--- src/rtl/udp_axil_pkg.sv ---
// Shared definitions for the UDP register-access protocol. The initiator and
// the remote udp_axil_bridge both import this package, so both ends agree on
// the request/reply word layout.
//
// Request/reply word (64 bits): opcode[63:62], address[61:32], data[31:0].
// On the wire, byte k is word[8k+7:8k] and bytes go out for k = 0..7. Byte 0
// is the data LSB and byte 7 carries the opcode.
package udp_axil_pkg;

  typedef enum logic [1:0] {
    WRITE_DATA = 2'd0,
    READ_DATA  = 2'd1,
    WRITE_OK   = 2'd2,
    READ_OK    = 2'd3
  } opcode_t;

  typedef struct packed {
    opcode_t     opcode;
    logic [29:0] addr;
    logic [31:0] data;
  } request_t;

  // bytes[k] aliases word[8k+7:8k], which is the wire order.
  typedef union packed {
    request_t        req;
    logic [7:0][7:0] bytes;
    logic [63:0]     word;
  } request_union_t;

  localparam logic [1:0] AXI_RESP_OKAY   = 2'b00;
  localparam logic [1:0] AXI_RESP_EXOKAY = 2'b01;
  localparam logic [1:0] AXI_RESP_SLVERR = 2'b10;
  localparam logic [1:0] AXI_RESP_DECERR = 2'b11;

  localparam logic [2:0] AXI_PROT_PRIVILEGED  = 3'b001;
  localparam logic [2:0] AXI_PROT_NONSECURE   = 3'b010;
  localparam logic [2:0] AXI_PROT_INSTRUCTION = 3'b100;

  typedef enum logic [2:0] {
    ST_IDLE       = 3'd0,
    ST_TX_HEADER  = 3'd1,
    ST_TX_PAYLOAD = 3'd2,
    ST_RX_HEADER  = 3'd3,
    ST_RX_PAYLOAD = 3'd4,
    ST_RX_DISCARD = 3'd5,
    ST_DRAIN      = 3'd6,
    ST_AXI_RESP   = 3'd7
  } init_state_t;

endpackage

--- src/rtl/udp_axil_initiator.sv ---
// udp_axil_initiator: AXI-Lite slave that tunnels each access as one 8-byte
// UDP request to a remote udp_axil_bridge and turns the matching reply into
// the AXI-Lite B/R response. One access is outstanding at a time.
//
// Ports:
//   clk, reset_n         clock, synchronous active-low reset
//   axil_*               32-bit AXI-Lite slave (AW, W, B, AR, R channels)
//   udp_tx_hdr_*, udp_tx_ip_*, udp_tx_*_port, udp_tx_length/checksum
//                        outgoing UDP header
//   udp_tx_payload_*     outgoing request bytes (AXI-Stream, 8-bit)
//   udp_rx_hdr_*, udp_rx_ip_source_ip, udp_rx_*_port
//                        incoming UDP header (only the filter fields)
//   udp_rx_payload_*     incoming reply bytes (AXI-Stream, 8-bit)
//   busy                 high from request capture until the response is taken
//   timeout              one-cycle pulse when the reply wait expires
//   dbg_state            current FSM state
//
// Handshakes: every channel transfers on a rising clk edge where valid and
// ready are both high. A source holds valid and its payload stable until that
// edge; ready may depend combinationally on valid.
module udp_axil_initiator
  import udp_axil_pkg::*;
#(
  parameter logic [31:0] LOCAL_IP       = 32'hC0A8_0102,
  parameter logic [31:0] REMOTE_IP      = 32'hC0A8_0101,
  parameter logic [15:0] LOCAL_PORT     = 16'd1235,
  parameter logic [15:0] REMOTE_PORT    = 16'd1234,
  parameter int unsigned TIMEOUT_CYCLES = 1_000_000
) (
  input  logic        clk,
  input  logic        reset_n,
  input  logic [31:0] axil_awaddr,
  input  logic        axil_awvalid,
  output logic        axil_awready,
  input  logic [31:0] axil_wdata,
  input  logic [3:0]  axil_wstrb,
  input  logic        axil_wvalid,
  output logic        axil_wready,
  output logic [1:0]  axil_bresp,
  output logic        axil_bvalid,
  input  logic        axil_bready,
  input  logic [31:0] axil_araddr,
  input  logic        axil_arvalid,
  output logic        axil_arready,
  output logic [31:0] axil_rdata,
  output logic [1:0]  axil_rresp,
  output logic        axil_rvalid,
  input  logic        axil_rready,
  output logic        udp_tx_hdr_valid,
  input  logic        udp_tx_hdr_ready,
  output logic [5:0]  udp_tx_ip_dscp,
  output logic [1:0]  udp_tx_ip_ecn,
  output logic [7:0]  udp_tx_ip_ttl,
  output logic [31:0] udp_tx_ip_source_ip,
  output logic [31:0] udp_tx_ip_dest_ip,
  output logic [15:0] udp_tx_source_port,
  output logic [15:0] udp_tx_dest_port,
  output logic [15:0] udp_tx_length,
  output logic [15:0] udp_tx_checksum,
  output logic [7:0]  udp_tx_payload_tdata,
  output logic        udp_tx_payload_tvalid,
  input  logic        udp_tx_payload_tready,
  output logic        udp_tx_payload_tlast,
  output logic        udp_tx_payload_tuser,
  input  logic        udp_rx_hdr_valid,
  output logic        udp_rx_hdr_ready,
  input  logic [31:0] udp_rx_ip_source_ip,
  input  logic [15:0] udp_rx_source_port,
  input  logic [15:0] udp_rx_dest_port,
  input  logic [7:0]  udp_rx_payload_tdata,
  input  logic        udp_rx_payload_tvalid,
  output logic        udp_rx_payload_tready,
  input  logic        udp_rx_payload_tlast,
  input  logic        udp_rx_payload_tuser,
  output logic        busy,
  output logic        timeout,
  output init_state_t dbg_state
);

  localparam logic [31:0] TIMER_LAST = 32'(TIMEOUT_CYCLES - 1);

  init_state_t    state, state_n;
  request_union_t req, req_n;
  request_union_t reply, reply_n;
  logic           is_read, is_read_n;
  logic           prio_read, prio_read_n;  // 1: read wins a collision
  logic [2:0]     byte_cnt, byte_cnt_n;
  logic [31:0]    timer, timer_n;
  logic           bad, bad_n;              // reply ran past byte 7 without tlast
  logic [1:0]     resp, resp_n;
  logic [31:0]    resp_data, resp_data_n;

  logic           take_read, take_write, timer_hit, rx_match;
  request_union_t rx_word;

  assign take_read  = reset_n && axil_arvalid &&
                      (!(axil_awvalid && axil_wvalid) || prio_read);
  assign take_write = reset_n && axil_awvalid && axil_wvalid && !take_read;
  assign timer_hit  = (timer == TIMER_LAST);
  assign rx_match   = (udp_rx_ip_source_ip == REMOTE_IP) &&
                      (udp_rx_source_port == REMOTE_PORT) &&
                      (udp_rx_dest_port == LOCAL_PORT);

  assign udp_tx_ip_dscp      = 6'd0;
  assign udp_tx_ip_ecn       = 2'd0;
  assign udp_tx_ip_ttl       = 8'd64;
  assign udp_tx_ip_source_ip = LOCAL_IP;
  assign udp_tx_ip_dest_ip   = REMOTE_IP;
  assign udp_tx_source_port  = LOCAL_PORT;
  assign udp_tx_dest_port    = REMOTE_PORT;
  assign udp_tx_length       = 16'd16;
  assign udp_tx_checksum     = 16'd0;
  assign udp_tx_payload_tdata = req.bytes[byte_cnt];
  assign udp_tx_payload_tuser = 1'b0;

  assign axil_bresp = resp;
  assign axil_rresp = resp;
  assign axil_rdata = resp_data;
  assign busy       = (state != ST_IDLE);
  assign dbg_state  = state;

  always_ff @(posedge clk) begin
    if (!reset_n) begin
      state     <= ST_IDLE;
      req       <= '0;
      reply     <= '0;
      is_read   <= 1'b0;
      prio_read <= 1'b1;
      byte_cnt  <= 3'd0;
      timer     <= 32'd0;
      bad       <= 1'b0;
      resp      <= AXI_RESP_OKAY;
      resp_data <= 32'd0;
    end else begin
      state     <= state_n;
      req       <= req_n;
      reply     <= reply_n;
      is_read   <= is_read_n;
      prio_read <= prio_read_n;
      byte_cnt  <= byte_cnt_n;
      timer     <= timer_n;
      bad       <= bad_n;
      resp      <= resp_n;
      resp_data <= resp_data_n;
    end
  end

  always_comb begin
    state_n     = state;
    req_n       = req;
    reply_n     = reply;
    is_read_n   = is_read;
    prio_read_n = prio_read;
    byte_cnt_n  = byte_cnt;
    timer_n     = timer;
    bad_n       = bad;
    resp_n      = resp;
    resp_data_n = resp_data;
    rx_word     = reply;
    axil_awready = 1'b0;
    axil_wready  = 1'b0;
    axil_arready = 1'b0;
    axil_bvalid  = 1'b0;
    axil_rvalid  = 1'b0;
    udp_tx_hdr_valid      = 1'b0;
    udp_tx_payload_tvalid = 1'b0;
    udp_tx_payload_tlast  = 1'b0;
    udp_rx_hdr_ready      = 1'b0;
    udp_rx_payload_tready = 1'b0;
    timeout               = 1'b0;

    case (state)
      ST_IDLE: begin
        if (take_read || take_write) begin
          prio_read_n        = ~prio_read;
          is_read_n          = take_read;
          req_n.req.opcode   = take_read ? READ_DATA : WRITE_DATA;
          req_n.req.addr     = take_read ? axil_araddr[29:0] : axil_awaddr[29:0];
          req_n.req.data     = take_read ? 32'd0 : axil_wdata;
          axil_arready       = take_read;
          axil_awready       = take_write;
          axil_wready        = take_write;
          // Requests the bridge cannot express fail locally, without traffic.
          if (take_read ? (axil_araddr[31:30] != 2'b00)
                        : (axil_awaddr[31:30] != 2'b00 || axil_wstrb != 4'hF)) begin
            resp_n      = AXI_RESP_SLVERR;
            resp_data_n = 32'd0;
            state_n     = ST_AXI_RESP;
          end else begin
            state_n = ST_TX_HEADER;
          end
        end
      end

      ST_TX_HEADER: begin
        udp_tx_hdr_valid = 1'b1;
        if (udp_tx_hdr_ready) begin
          byte_cnt_n = 3'd0;
          state_n    = ST_TX_PAYLOAD;
        end
      end

      ST_TX_PAYLOAD: begin
        udp_tx_payload_tvalid = 1'b1;
        udp_tx_payload_tlast  = (byte_cnt == 3'd7);
        if (udp_tx_payload_tready) begin
          byte_cnt_n = byte_cnt + 3'd1;
          if (byte_cnt == 3'd7) begin
            timer_n = 32'd0;
            state_n = ST_RX_HEADER;
          end
        end
      end

      ST_RX_HEADER: begin
        timer_n = timer + 32'd1;
        // Refuse the header on the expiry cycle so its payload is not orphaned.
        udp_rx_hdr_ready = !timer_hit;
        if (timer_hit) begin
          timeout     = 1'b1;
          resp_n      = AXI_RESP_SLVERR;
          resp_data_n = 32'd0;
          state_n     = ST_AXI_RESP;
        end else if (udp_rx_hdr_valid) begin
          byte_cnt_n = 3'd0;
          bad_n      = 1'b0;
          state_n    = rx_match ? ST_RX_PAYLOAD : ST_RX_DISCARD;
        end
      end

      ST_RX_DISCARD, ST_RX_PAYLOAD: begin
        timer_n = timer + 32'd1;
        udp_rx_payload_tready = 1'b1;
        if (timer_hit) begin
          // Finish the packet in flight silently before answering the master.
          timeout     = 1'b1;
          resp_n      = AXI_RESP_SLVERR;
          resp_data_n = 32'd0;
          state_n     = (udp_rx_payload_tvalid && udp_rx_payload_tlast) ? ST_AXI_RESP
                                                                        : ST_DRAIN;
        end else if (udp_rx_payload_tvalid) begin
          if (state == ST_RX_DISCARD) begin
            if (udp_rx_payload_tlast) state_n = ST_RX_HEADER;
          end else begin
            rx_word.bytes[byte_cnt] = udp_rx_payload_tdata;
            reply_n = rx_word;
            if (udp_rx_payload_tlast) begin
              if (!bad && byte_cnt == 3'd7 && !udp_rx_payload_tuser &&
                  rx_word.req.addr == req.req.addr &&
                  rx_word.req.opcode[0] == req.req.opcode[0]) begin
                resp_n      = rx_word.req.opcode[1] ? AXI_RESP_OKAY : AXI_RESP_SLVERR;
                resp_data_n = (is_read && rx_word.req.opcode[1]) ? rx_word.req.data
                                                                 : 32'd0;
                state_n     = ST_AXI_RESP;
              end else begin
                state_n = ST_RX_HEADER;
              end
            end else if (byte_cnt == 3'd7) begin
              bad_n = 1'b1;
            end else begin
              byte_cnt_n = byte_cnt + 3'd1;
            end
          end
        end
      end

      ST_DRAIN: begin
        udp_rx_payload_tready = 1'b1;
        if (udp_rx_payload_tvalid && udp_rx_payload_tlast) state_n = ST_AXI_RESP;
      end

      ST_AXI_RESP: begin
        axil_bvalid = !is_read;
        axil_rvalid = is_read;
        if (is_read ? axil_rready : axil_bready) state_n = ST_IDLE;
      end

      default: state_n = ST_IDLE;
    endcase
  end

endmodule

--- config.mk ---
export PLATFORM = sky130hd
export DESIGN_NAME = udp_axil_initiator
export DESIGN_NICKNAME = d
export VERILOG_FILES = /design/src/rtl/udp_axil_pkg.sv /design/src/rtl/udp_axil_initiator.sv
export SDC_FILE = /design/constraint.sdc
export NUM_CORES = 1
export LEC_CHECK = 0
export ABC_AREA = 1
export CAP_MARGIN = 20
export CORE_UTILIZATION = 38
export CTS_CLUSTER_SIZE = 10
export DETAILED_ROUTE_END_ITERATION = 7
export PLACE_DENSITY = 0.67
export REMOVE_ABC_BUFFERS = 1
export SYNTH_ARGS = -nofsm -noshare
export SYNTH_HDL_FRONTEND = slang
export SYNTH_SLANG_ARGS = --single-unit
--- constraint.sdc ---
create_clock -name clk -period 2.9 [get_ports clk]
set_input_delay 0.58 -clock clk [delete_from_list [all_inputs] [get_ports clk]]
set_output_delay 0.58 -clock clk [all_outputs]
set_load 0.02 [all_outputs]
==> out/qor.csv <==
metric,value,unit
run status,"complete, but fails checks",
violated checks,DRC,
"Data arrival, critical path",2230,ps
total wirelength of the detailed-routed design,36.9,mm
final number of setup-violating endpoints,0,
"CTS clk-pin slew, worst paths",80,ps
count of input and output buffers,241,
peak supply drop,0.482,mV
Post-Place Cells,2421,
share of layout cells above drive strength 1,7.28,%
vias per cell,5.03,
aggregate global-route resource usage,22.6,%
wire length per cell,15.0,um
net switching fraction of the power,40.3,%
Pwr Total,9020,uW
last weighted congestion value of the routability-driven placer,0.924,
clock buffers created by TritonCTS,17,
number of optimization iterations in the first detailed-route pass,8,
internal power consumption,5390,uW
ports placed on the boundary,389,
count of distinct cell types in the synthesized netlist,49,
synthesis-to-layout area growth,26.7,%
total power density per cell area,597,mW/mm^2
Worst path max stage delay,360,ps
Synth Instances,1808,
sequential area share after synthesis,33.6,%
reported net switching power,3630,uW
cell-by-cell listing of the critical path,buf_12 > nand2_1 > inv_2 > buf_4 > a221oi_1 > o2111ai_1 > dlygate4sd2_1,
number of rows in the core area,64,
final hold slack,452,ps
part of the power in combinational logic,36.1,%
detailed-route via count,12353,
count of state elements after synthesis,200,
buffer type at the clock tree root,sky130_fd_sc_hd__clkbuf_16,
startpoint class of the critical path,flip-flop,
setup TNS,0,ps
total number of H-tree levels,4,
kind of end point of the critical path,output pin,
Post-synth EDFFs,0,
violation count after the first detailed-routing iteration,1029,
worst setup timing slack at the placement stage,-78.9,ps
final critical delay including setup and external delays,2810,ps
CTS Hold Buffers Added,0,
width of the chip,179,um
final HPWL from detailed placement,27.4,mm
fin nets,2236,
number of global-route vias before repair,10893,
maximum number of buffers from clock root to sink,2,
commonest register cell after synthesis,sky130_fd_sc_hd__dfxtp_1,
number of nets still failing antenna checks after routing,0,
residual overflow from global routing,0,
height of the chip,179,um
global-route wire length before repair,56.9,mm
final std cells w/o fill,2457,
unrepaired setup endpoints after global routing,no,
number of pins with negative max-slew slack in the final report,0,
part of the total power dissipated in the clock network,27.4,%
diode count,0,
Layout Skew,19.1,ps
area of the die,0.0321,sq mm
core area,0.0307,sq mm
Final Hold Violating Endpoints,0,
pin count of the biggest net entering global routing,73,
antenna violations before repair,1,
Seq pwr share,36.5,%
yosys warns,0,
static power due to leakage,0.00602,uW
area of the mapped netlist,0.0119,sq mm
number of remaining DRC errors,66,
slowest CP cell,sky130_fd_sc_hd__dlygate4sd2_1,
largest driver fanout on the critical path,18,
share of flip-flops with an asynchronous set or reset after synthesis,0,%
Max Freq,356,MHz
CTS tree,built,
starting density of the core,38.8,%
worst skew pair latency,460,ps
final worst path period share,96.9,%
relative slew slack,47.0,%
required time reported for the critical path endpoint,2320,ps
mean post-synth cell area,6.60,sq um
Sinks on Clock Net,200,
fin worst setup slack,89.0,ps
count of maximum capacitance violations,0,
critical setup path kind,reg2out,
Tightest Pin Transition,795,ps
type of the worst min-delay path,reg2reg,
==> cell type report <==
type,count,area [sq um]
Timing Repair Buffer,315,3070
Sequential cell,200,4010
Clock buffer,17,425
Clock inverter,15,198
Tap cell,396,495
Inverter,161,608
Multi-Input combinational cell,1353,6300
Fill cell,3074,15600
==> cells in the mapped netlist (3+ instances only) <==
master | count | area, sq um
sky130_fd_sc_hd__inv_1 | 150 | 563
sky130_fd_sc_hd__nand3_2 | 3 | 30.0
sky130_fd_sc_hd__nor4_1 | 13 | 81.3
sky130_fd_sc_hd__a31oi_1 | 42 | 263
sky130_fd_sc_hd__a21oi_1 | 136 | 681
sky130_fd_sc_hd__nand3_1 | 137 | 686
sky130_fd_sc_hd__nor3_1 | 25 | 125
sky130_fd_sc_hd__inv_2 | 9 | 33.8
sky130_fd_sc_hd__buf_1 | 4 | 15.0
sky130_fd_sc_hd__nand2_1 | 469 | 1760
sky130_fd_sc_hd__a221oi_1 | 8 | 70.1
sky130_fd_sc_hd__nand3b_1 | 9 | 67.6
sky130_fd_sc_hd__buf_2 | 22 | 110
sky130_fd_sc_hd__a22oi_1 | 6 | 45.0
sky130_fd_sc_hd__a311oi_1 | 15 | 131
sky130_fd_sc_hd__o2111ai_1 | 6 | 52.6
sky130_fd_sc_hd__dfxtp_1 | 200 | 4000
sky130_fd_sc_hd__o21ai_0 | 130 | 651
sky130_fd_sc_hd__a32o_1 | 3 | 30.0
sky130_fd_sc_hd__clkbuf_1 | 52 | 195
sky130_fd_sc_hd__nor2_2 | 4 | 25.0
sky130_fd_sc_hd__buf_6 | 9 | 101
sky130_fd_sc_hd__nand4_1 | 31 | 194
sky130_fd_sc_hd__nand2_4 | 3 | 33.8
sky130_fd_sc_hd__nor2_4 | 4 | 45.0
sky130_fd_sc_hd__buf_4 | 152 | 1140
sky130_fd_sc_hd__ha_1 | 3 | 37.5
sky130_fd_sc_hd__nor2_1 | 133 | 499
==> path summary, 6_finish.rpt <==
check	start	end	slack, ps	cells past startpoint
setup reg to reg	timer[0]	reply[59]	290	13
setup / recovery	byte_cnt[0]	udp_tx_payload_tdata[5]	90	7
hold reg to reg	reply[20]	reply[20]	450	2
hold / removal	reply[20]	reply[20]	450	2
==> flip-flops by register name (all words and copies together), names as in the netlist, 3 cells and up <==
signal and flops:
dbg_state 3, reply 64, timer 32, req 62
byte_cnt 3, axil_rdata 32
==> logic make-up after synthesis <==
logic type	count (synthesis)	share of synthesized area (%)
simple gates	844	31.0
buf+inv	400	18.2
compound gates	358	16.8
flops	200	33.6
fa+ha+maj	3	0.315
other cells	2	0.0630
xor+xnor	1	0.0735
==> placed cells by master, fill, tap and decap left out, types with 3 or more instances in the layout <==
master and count:
sky130_fd_sc_hd__buf_4 64, sky130_fd_sc_hd__dlygate4sd2_1 8, sky130_fd_sc_hd__o21ai_0 130, sky130_fd_sc_hd__a31oi_1 42
sky130_fd_sc_hd__nor3_1 25, sky130_fd_sc_hd__nor2_4 4, sky130_fd_sc_hd__nand3_1 137, sky130_fd_sc_hd__a221oi_1 8
sky130_fd_sc_hd__a32o_1 3, sky130_fd_sc_hd__conb_1 147, sky130_fd_sc_hd__ha_1 3, sky130_fd_sc_hd__a21oi_1 136
sky130_fd_sc_hd__nand2_1 469, sky130_fd_sc_hd__nor4_1 13, sky130_fd_sc_hd__inv_8 3, sky130_fd_sc_hd__dfxtp_1 198
sky130_fd_sc_hd__nand2_4 3, sky130_fd_sc_hd__nand4_1 31, sky130_fd_sc_hd__nor2_2 6, sky130_fd_sc_hd__clkdlybuf4s50_1 227
sky130_fd_sc_hd__o2111ai_1 6, sky130_fd_sc_hd__buf_12 10, sky130_fd_sc_hd__inv_1 148, sky130_fd_sc_hd__nand3_2 3
sky130_fd_sc_hd__a311oi_1 15, sky130_fd_sc_hd__a22oi_1 6, sky130_fd_sc_hd__clkinv_8 6, sky130_fd_sc_hd__nor2_1 131
sky130_fd_sc_hd__clkbuf_16 17, sky130_fd_sc_hd__nand3b_1 9, sky130_fd_sc_hd__inv_2 11
==> stage by stage <==
| stage | area [sq um] | utilization [%] |
|---|---|---|
| global placement | 14500 | 47.0 |
| finish | 15100 | 49.1 |
| detailed placement | 14500 | 47.0 |
| global route | 15100 | 49.1 |
| CTS | 15100 | 49.1 |
| floorplan | 10900 | - |
==> timing repair <==
item | in CTS | in global routing
setup buffers | 4 | 0
pin swaps | 1 | 1
setup endpoints to repair | 13 | 7
hold endpoints to repair | 0 | 0
gates cloned | 0 | 0
resized for setup | 15 | 8
==> power groups by stage <==
stage	Combinational (uW)	Clock [uW]	Sequential, uW
floorplan	1880	0	3300
global placement	3190	0	3340
detailed placement	3230	0	3350
CTS	3240	2510	3290
global route	3610	2630	3330
finish	3250	2470	3290
==> worst max-delay path, delay by kind of cell, from the launching register on <==
family	cells	cell delay, ps
AND/OR/NAND/NOR	1	190
flip-flops	1	350
AO/OA/AOI/OAI	2	470
buffers and inverters	4	780
==> routing by layer <==
metal  GRT usage [%]  wire length, um  vias to the layer above  part of all wire, %
li1                -                -                     6178                    -
met1            29.7            16300                     5640                   44
met2            38.4            17500                      492                   47
met3            3.01             2480                       43                  6.7
met4            6.13              583                        0                  1.6
met5               0                0                        -                    0
Note: power is estimated with default switching activity, not from simulation.
